$ cat src/rtl/wb_bus_arbiter.sv
// Two-master, one-slave Wishbone B4 arbiter with round-robin grants and atomic CYC bursts.
// Optional stalled-strobe watchdog is enabled by defining WB_ARB_TIMEOUT_EN.
module wb_bus_arbiter #(
  parameter int unsigned TIMEOUT_CYCLES = 255
) (
  input  logic        clk,
  input  logic        rst,
  input  logic [1:0]  m_cyc_i,
  input  logic [1:0]  m_stb_i,
  input  logic [1:0]  m_we_i,
  input  logic [63:0] m_adr_i,
  input  logic [63:0] m_dat_i,
  input  logic [5:0]  m_cti_i,
  output logic [31:0] m_dat_o,
  output logic [1:0]  m_ack_o,
  output logic [1:0]  m_err_o,
  output logic [1:0]  m_rty_o,
  output logic        s_cyc_o,
  output logic        s_stb_o,
  output logic        s_we_o,
  output logic [31:0] s_adr_o,
  output logic [31:0] s_dat_o,
  output logic [2:0]  s_cti_o,
  input  logic [31:0] s_dat_i,
  input  logic        s_ack_i,
  input  logic        s_err_i,
  input  logic        s_rty_i,
  output logic [1:0]  gnt_o
);

  // Encoding doubles as the one-hot grant vector.
  typedef enum logic [1:0] {
    StIdle = 2'b00,
    StOwn0 = 2'b01,
    StOwn1 = 2'b10
  } state_e;

  state_e state_q, state_d;
  logic   last_gnt_q, last_gnt_d;
  logic   own;
  logic   own_cyc;
  logic   own_stb;
  logic   timeout;
  logic   hold;

  assign own     = (state_q == StOwn1);
  assign own_cyc = (state_q != StIdle) & m_cyc_i[own];
  assign own_stb = own_cyc & m_stb_i[own];
  assign hold    = own_cyc & ~timeout;

`ifdef WB_ARB_TIMEOUT_EN
  localparam int unsigned CntW = $clog2(TIMEOUT_CYCLES + 1);
  localparam logic [CntW-1:0] WdLast = CntW'(TIMEOUT_CYCLES - 1);

  logic [CntW-1:0] wd_q, wd_d;
  logic            resp;

  assign resp    = s_ack_i | s_err_i | s_rty_i;
  // Stall detection uses the unforced strobe so the forced drop cannot feed back.
  assign timeout = own_stb & ~resp & (wd_q == WdLast);

  always_comb begin
    wd_d = wd_q;
    if (state_q == StIdle || resp || state_d != state_q) begin
      wd_d = '0;
    end else if (own_stb) begin
      wd_d = wd_q + 1'b1;
    end
  end

  always_ff @(posedge clk or posedge rst) begin
    if (rst) begin
      wd_q <= '0;
    end else begin
      wd_q <= wd_d;
    end
  end
`else
  assign timeout = 1'b0;
`endif

  always_comb begin
    state_d = state_q;
    unique case (state_q)
      StIdle: begin
        if (m_cyc_i == 2'b11) begin
          state_d = last_gnt_q ? StOwn0 : StOwn1;
        end else if (m_cyc_i[0]) begin
          state_d = StOwn0;
        end else if (m_cyc_i[1]) begin
          state_d = StOwn1;
        end
      end
      // Owner keeps the bus until it drops CYC; a waiting peer gets a direct handoff.
      StOwn0: if (!hold) state_d = m_cyc_i[1] ? StOwn1 : StIdle;
      StOwn1: if (!hold) state_d = m_cyc_i[0] ? StOwn0 : StIdle;
      default: state_d = StIdle;
    endcase
  end

  always_comb begin
    last_gnt_d = last_gnt_q;
    if (state_d == StOwn0 && state_q != StOwn0) begin
      last_gnt_d = 1'b0;
    end else if (state_d == StOwn1 && state_q != StOwn1) begin
      last_gnt_d = 1'b1;
    end
  end

  always_ff @(posedge clk or posedge rst) begin
    if (rst) begin
      state_q    <= StIdle;
      last_gnt_q <= 1'b1;
    end else begin
      state_q    <= state_d;
      last_gnt_q <= last_gnt_d;
    end
  end

  assign gnt_o = state_q;

  always_comb begin
    s_cyc_o = own_cyc & ~timeout;
    s_stb_o = own_stb & ~timeout;
    s_we_o  = 1'b0;
    s_adr_o = '0;
    s_dat_o = '0;
    s_cti_o = '0;
    if (state_q != StIdle) begin
      s_we_o  = m_we_i[own];
      s_adr_o = own ? m_adr_i[63:32] : m_adr_i[31:0];
      s_dat_o = own ? m_dat_i[63:32] : m_dat_i[31:0];
      s_cti_o = own ? m_cti_i[5:3]   : m_cti_i[2:0];
    end
  end

  // Responses after the owner drops CYC are discarded.
  assign m_ack_o = gnt_o & {2{own_cyc & s_ack_i}};
  assign m_rty_o = gnt_o & {2{own_cyc & s_rty_i}};
  assign m_err_o = gnt_o & {2{(own_cyc & s_err_i) | timeout}};
  assign m_dat_o = rst ? 32'h0 : s_dat_i;

endmodule

$ cat config.mk
export PLATFORM = sky130hd
export DESIGN_NAME = wb_bus_arbiter
export DESIGN_NICKNAME = d
export VERILOG_FILES = /design/src/rtl/wb_bus_arbiter.sv
export SDC_FILE = /design/constraint.sdc
export NUM_CORES = 1
export LEC_CHECK = 0
export ABC_AREA = 1
export CORE_AREA = 2 2 110 112
export CTS_CLUSTER_DIAMETER = 150
export DETAILED_ROUTE_END_ITERATION = 12
export DIE_AREA = 0 0 112 114
export HOLD_SLACK_MARGIN = 0.02
export PLACE_DENSITY = 0.57
export SLEW_MARGIN = 20
export SYNTH_ARGS = -nofsm -noshare
export SYNTH_HDL_FRONTEND = slang
export SYNTH_SLANG_ARGS = --single-unit
$ cat constraint.sdc
create_clock -name clk -period 1.9 [get_ports clk]
set_clock_uncertainty 0.2 [all_clocks]
set_input_delay 0.475 -clock clk [delete_from_list [all_inputs] [get_ports clk]]
set_output_delay 0.475 -clock clk [all_outputs]
set_load 0.02 [all_outputs]
## After elaboration in Yosys (flattened, before gate mapping)

Index checks and enable logic that the tools add are counted.

| word-level totals | value |
|---|---|
| flip-flop bits (word level) | 3 |
| input bits | 177 |
| output and inout port bits | 110 |
| logic and storage cells | 48 |

| cells by class | value |
|---|---|
| $lt $le $gt $ge | 1 |
| equal/unequal tests | 7 |
| muxes and demuxes | 25 |
| bitwise operators | 8 |
| reduce and logical (&&, ||, !) cells | 5 |

Operators by type and width:

| kind | count |
|---|---|
| two-way mux 32 bit | 5 |
| two-way mux 2 bit | 7 |
| two-way mux 1 bit | 10 |
| bitwise AND 2 bit | 3 |
| == test 2 bit, second input constant | 3 |
| two-way mux 3 bit | 2 |
| one-hot mux 2 bit (3 select lines) | 1 |
| bitwise AND 1 bit | 5 |
| == test 2 x 1 -> 1 bit, second input constant | 2 |
| nonzero test 2 bit | 2 |
| logical AND 1 bit | 2 |
| zero test 2 bit | 1 |
| < comparator 1 x 2 -> 1 bit, second input constant | 1 |
| inequality test 2 x 1 -> 1 bit, second input constant | 1 |
| inequality test 2 bit, second input constant | 1 |

## Longest topological paths before layout

| logic depth | value |
|---|---|
| word-level depth | 10 |
| depth in mapped cells | 8 |
| mapped depth without buffers | 7 |

## Worst setup path after synthesis

No wires, ideal clock.

| path | value |
|---|---|
| path kind | reg-to-output |
| start point | register state_q[0], in the netlist gnt_o[0] |
| end point | output port m_ack_o[0] |
| arrival time | 1.466 ns |
| data required time | 1.225 ns |
| path slack | -0.241 ns |
| cell stages (with the launch flop) | 7 |
| path buffers | 1 |
| path through | dfrtp_1 buf_6 inv_2 nand2_1 nand2_1 nand3_2 nor3_1 |

| between the ends | value |
|---|---|
| cells in the longest elaborated chain, start to end | 6 |
| elaborated cells between the ends (all ways) | 7 |
| classes of those cells | eq/ne: 1; mux: 2; bitwise: 3; reduce/logical: 1 |

RTL lines:

| element | RTL line | source |
|---|---|---|
| start: declaration | 38 | `state_e state_q, state_d;` |
| start signal: assignment | 112 | `state_q <= StIdle;` |
| start signal: assignment | 115 | `state_q <= state_d;` |
| == test 2 bit | 46 | `assign own = (state_q == StOwn1);` |
| two-way mux 1 bit (not written as such) (2 in series) | 47 | `assign own_cyc = (state_q != StIdle) & m_cyc_i[own];` |
| bitwise AND 1 bit | 47 |  |
| bitwise AND 1 bit | 138 | `assign m_ack_o = gnt_o & {2{own_cyc & s_ack_i}};` |
| bitwise AND 2 bit (*) | 138 |  |
| end: declaration | 15 | `output logic [1:0] m_ack_o,` |

Mark *: on every way between the ends. The rest lies on a longest branch, timed or not. The select of a mux whose other input is x is not followed.

## Worst setup path in the final report

| path | value |
|---|---|
| start point | register state_q[0], in the netlist gnt_o[0] |
| end point | output port s_dat_o[21] |

| between the ends | value |
|---|---|
| cells in the longest elaborated chain, start to end | 3 |
| elaborated cells between the ends (all ways) | 4 |
| classes of those cells | eq/ne: 1; mux: 2; reduce/logical: 1 |

RTL lines:

| element | RTL line | source |
|---|---|---|
| == test 2 bit | 46 |  |
| two-way mux 32 bit | 132 | `s_dat_o = own ? m_dat_i[63:32] : m_dat_i[31:0];` |
| two-way mux 32 bit (*) | 129 | `if (state_q != StIdle) begin` |
| end: declaration | 22 | `output logic [31:0] s_dat_o,` |

Mark *: on every way between the ends. The rest lies on a longest branch, timed or not.

==> reports/metrics.cfg <==
[outcome]
status=complete, but fails checks
violations=setup timing

[power_and_ir_drop]
vdd_drop_max_mv=0.2447
leakage_nw=2.408
power_density_mw_per_mm2=533.4
finalPower_mw=2.549

[synth]
yosys_warnings=0
ys_seq_area_share_pct=6.315
ys_types=17
yosys_register_bits=3
mappedNetlistArea_sq_mm=0.001209
synth_area_per_cell_sq_um=6.198
syn_inst=195
synth_nets=372

[placed_design]
gp_congestion=0.7366
dpl_cell_area_sq_mm=0.004451
io_buffers=286
dpl.hpwl_mm=8.024

[clock_network]
clk_latency_ns=0.22
numCtsBuffers=3
clockBufferDepth=2
clk_pin_slew_worst_paths_ns=0.03
ctsHoldBuffers=0
cts_root_buf=clkbuf_16
cts_tree=done
cts.sinks=3
htreeDepth=1

[grt]
grt_max_degree=36
grt.overflow.total=0
grt_pass1_wl_mm=14.27
grtUsageTotal_pct=13.94
antenna_found_initial=0
grt_pass1_vias=2710

[flow_run]
max_cap_viol_count=0

[floorplan]
start_util_pct=10.32
fp-row-count=40
core_area_sq_mm=0.01171
die_y_um=114
ios=287
die_area_sq_mm=0.01277
die_x_um=112

[timing]
fin_crit_sh_pct=117.7
fmax_mhz=447.1
slew_headroom_pct=83.96
slew_viol_final=0
hold_viol_final=0
period_needed_ns=2.236
setup_violations=76
grt_setup_unrepaired=true
fin_ws_ns=-0.3365
worstMarginPinSlew_ns=0.2405

[routing]
ant_nets=0
drtIter0Drc=140
viasPerCell=4.121
route.vias.total=2646
drcViolationCount=0
drt_pre_antenna_iters=4
drt_wl_total_mm=9.831
wl_per_cell_um=15.31

[finish]
stdcell_area_sq_mm=0.004780
area_growth_pct=295.4
final_common_cell=clkdlybuf4s50_1
diodes=0
nNetsFinal=673
layout_common_cells=clkdlybuf4s50_1, a22o_1, buf_6
drive_gt1_share_pct=33.33

[setup_path]
end_kind=primary output
critPathMaxFanout=35
critical_path_class=reg2out
required_ns=1.22
worstPathArrival_ns=1.56
cp-start-kind=flop

[worst_hold_path]
hold_class=in2async

[report_power, final]
part	switching [mW]	internal [mW]	leakage (nW)
combinational	0.968	1.15	2.34
sequential	0.0193	0.0841	0.0333
clock	0.0553	0.277	0.0382
total	1.04	1.51	2.41
[flip-flops by register name, indices dropped and copies added (netlist names)]
name,count
last_gnt_q,1
gnt_o,2
[worst max-delay path: stages (launching register included)]
cell,delay [ns]
dfrtp_2,0.46
buf_8,0.18
buf_16,0.18
a22o_1,0.24
clkdlybuf4s15_2,0.26
[cells by family after synthesis]
family | share of synthesized area (%)
compound gates | 50.72
buf+inv | 21.64
flops | 6.315
simple gates | 21.33
[through the flow]
stage / setup WS, ns / hold WS, ns / instances / TNS [ns] / utilization, %
floorplan: -0.07489 / 0.2592 / 195 / -0.2276 / -
global placement: -0.8966 / 0.2794 / 627 / -58.27 / 38.00
detailed placement: -0.9337 / 0.2825 / 627 / -58.69 / 38.00
CTS: -0.3385 / 0.2419 / 641 / -16.79 / 39.34
global route: -0.3739 / 0.2651 / 642 / -20.79 / 40.81
finish: -0.3365 / 0.2409 / 642 / -16.48 / 40.81
[per-layer routing]
layer,up-vias,share of wire [%],global-route usage (%)
met1,1184,37,15.77
met3,10,10,3.932
met2,174,51,26.38
met5,-,0,0
met4,0,1.5,2.520
li1,1278,-,-
[synth_stat cells]
cell type,n,area share [%]
inv_1,40,12
nand2_1,18,5.6
dfrtp_1,2,4.1
nand3_1,2,0.83
inv_2,2,0.62
buf_4,1,0.62
o21bai_1,1,0.62
nor3_1,6,2.5
clkbuf_1,10,3.1
buf_2,5,2.1
nor2_8,1,1.7
buf_6,3,2.8
a21oi_1,2,0.83
a22o_1,68,49
nand3_2,1,0.83
dfstp_2,1,2.2
nor2_1,32,9.9
[repair_timing]
item                                    4_1_cts  5_1_grt
cloned                                        3        0
pin swaps                                     6       24
endpoints found under the setup margin      110      106
buffers inserted                              7        1
gates resized for setup                     497       84
[cell type report]
type	count	area, sq um
repair buffers	315	3271
well taps	147	183.9
flip-flops and latches	3	78.83
fillers	1214	6932
multi-input cells	131	999.7
inverters	42	167.7
clock buffers	4	78.83
[worst paths after layout]
path                       startpoint     endpoint  slack [ns]  depth (start not counted)
max                          gnt_o[0]  s_dat_o[21]       -0.34                          4
min                               rst     gnt_o[1]        0.24                          3
max reg2reg                  gnt_o[0]   last_gnt_q        0.40                         10
min reg2reg                last_gnt_q   last_gnt_q        0.29                          2
max in group asynchronous         rst   last_gnt_q        1.04                          3
min in group clk           last_gnt_q   last_gnt_q        0.29                          2
Note: power is estimated with default switching activity, not from simulation.
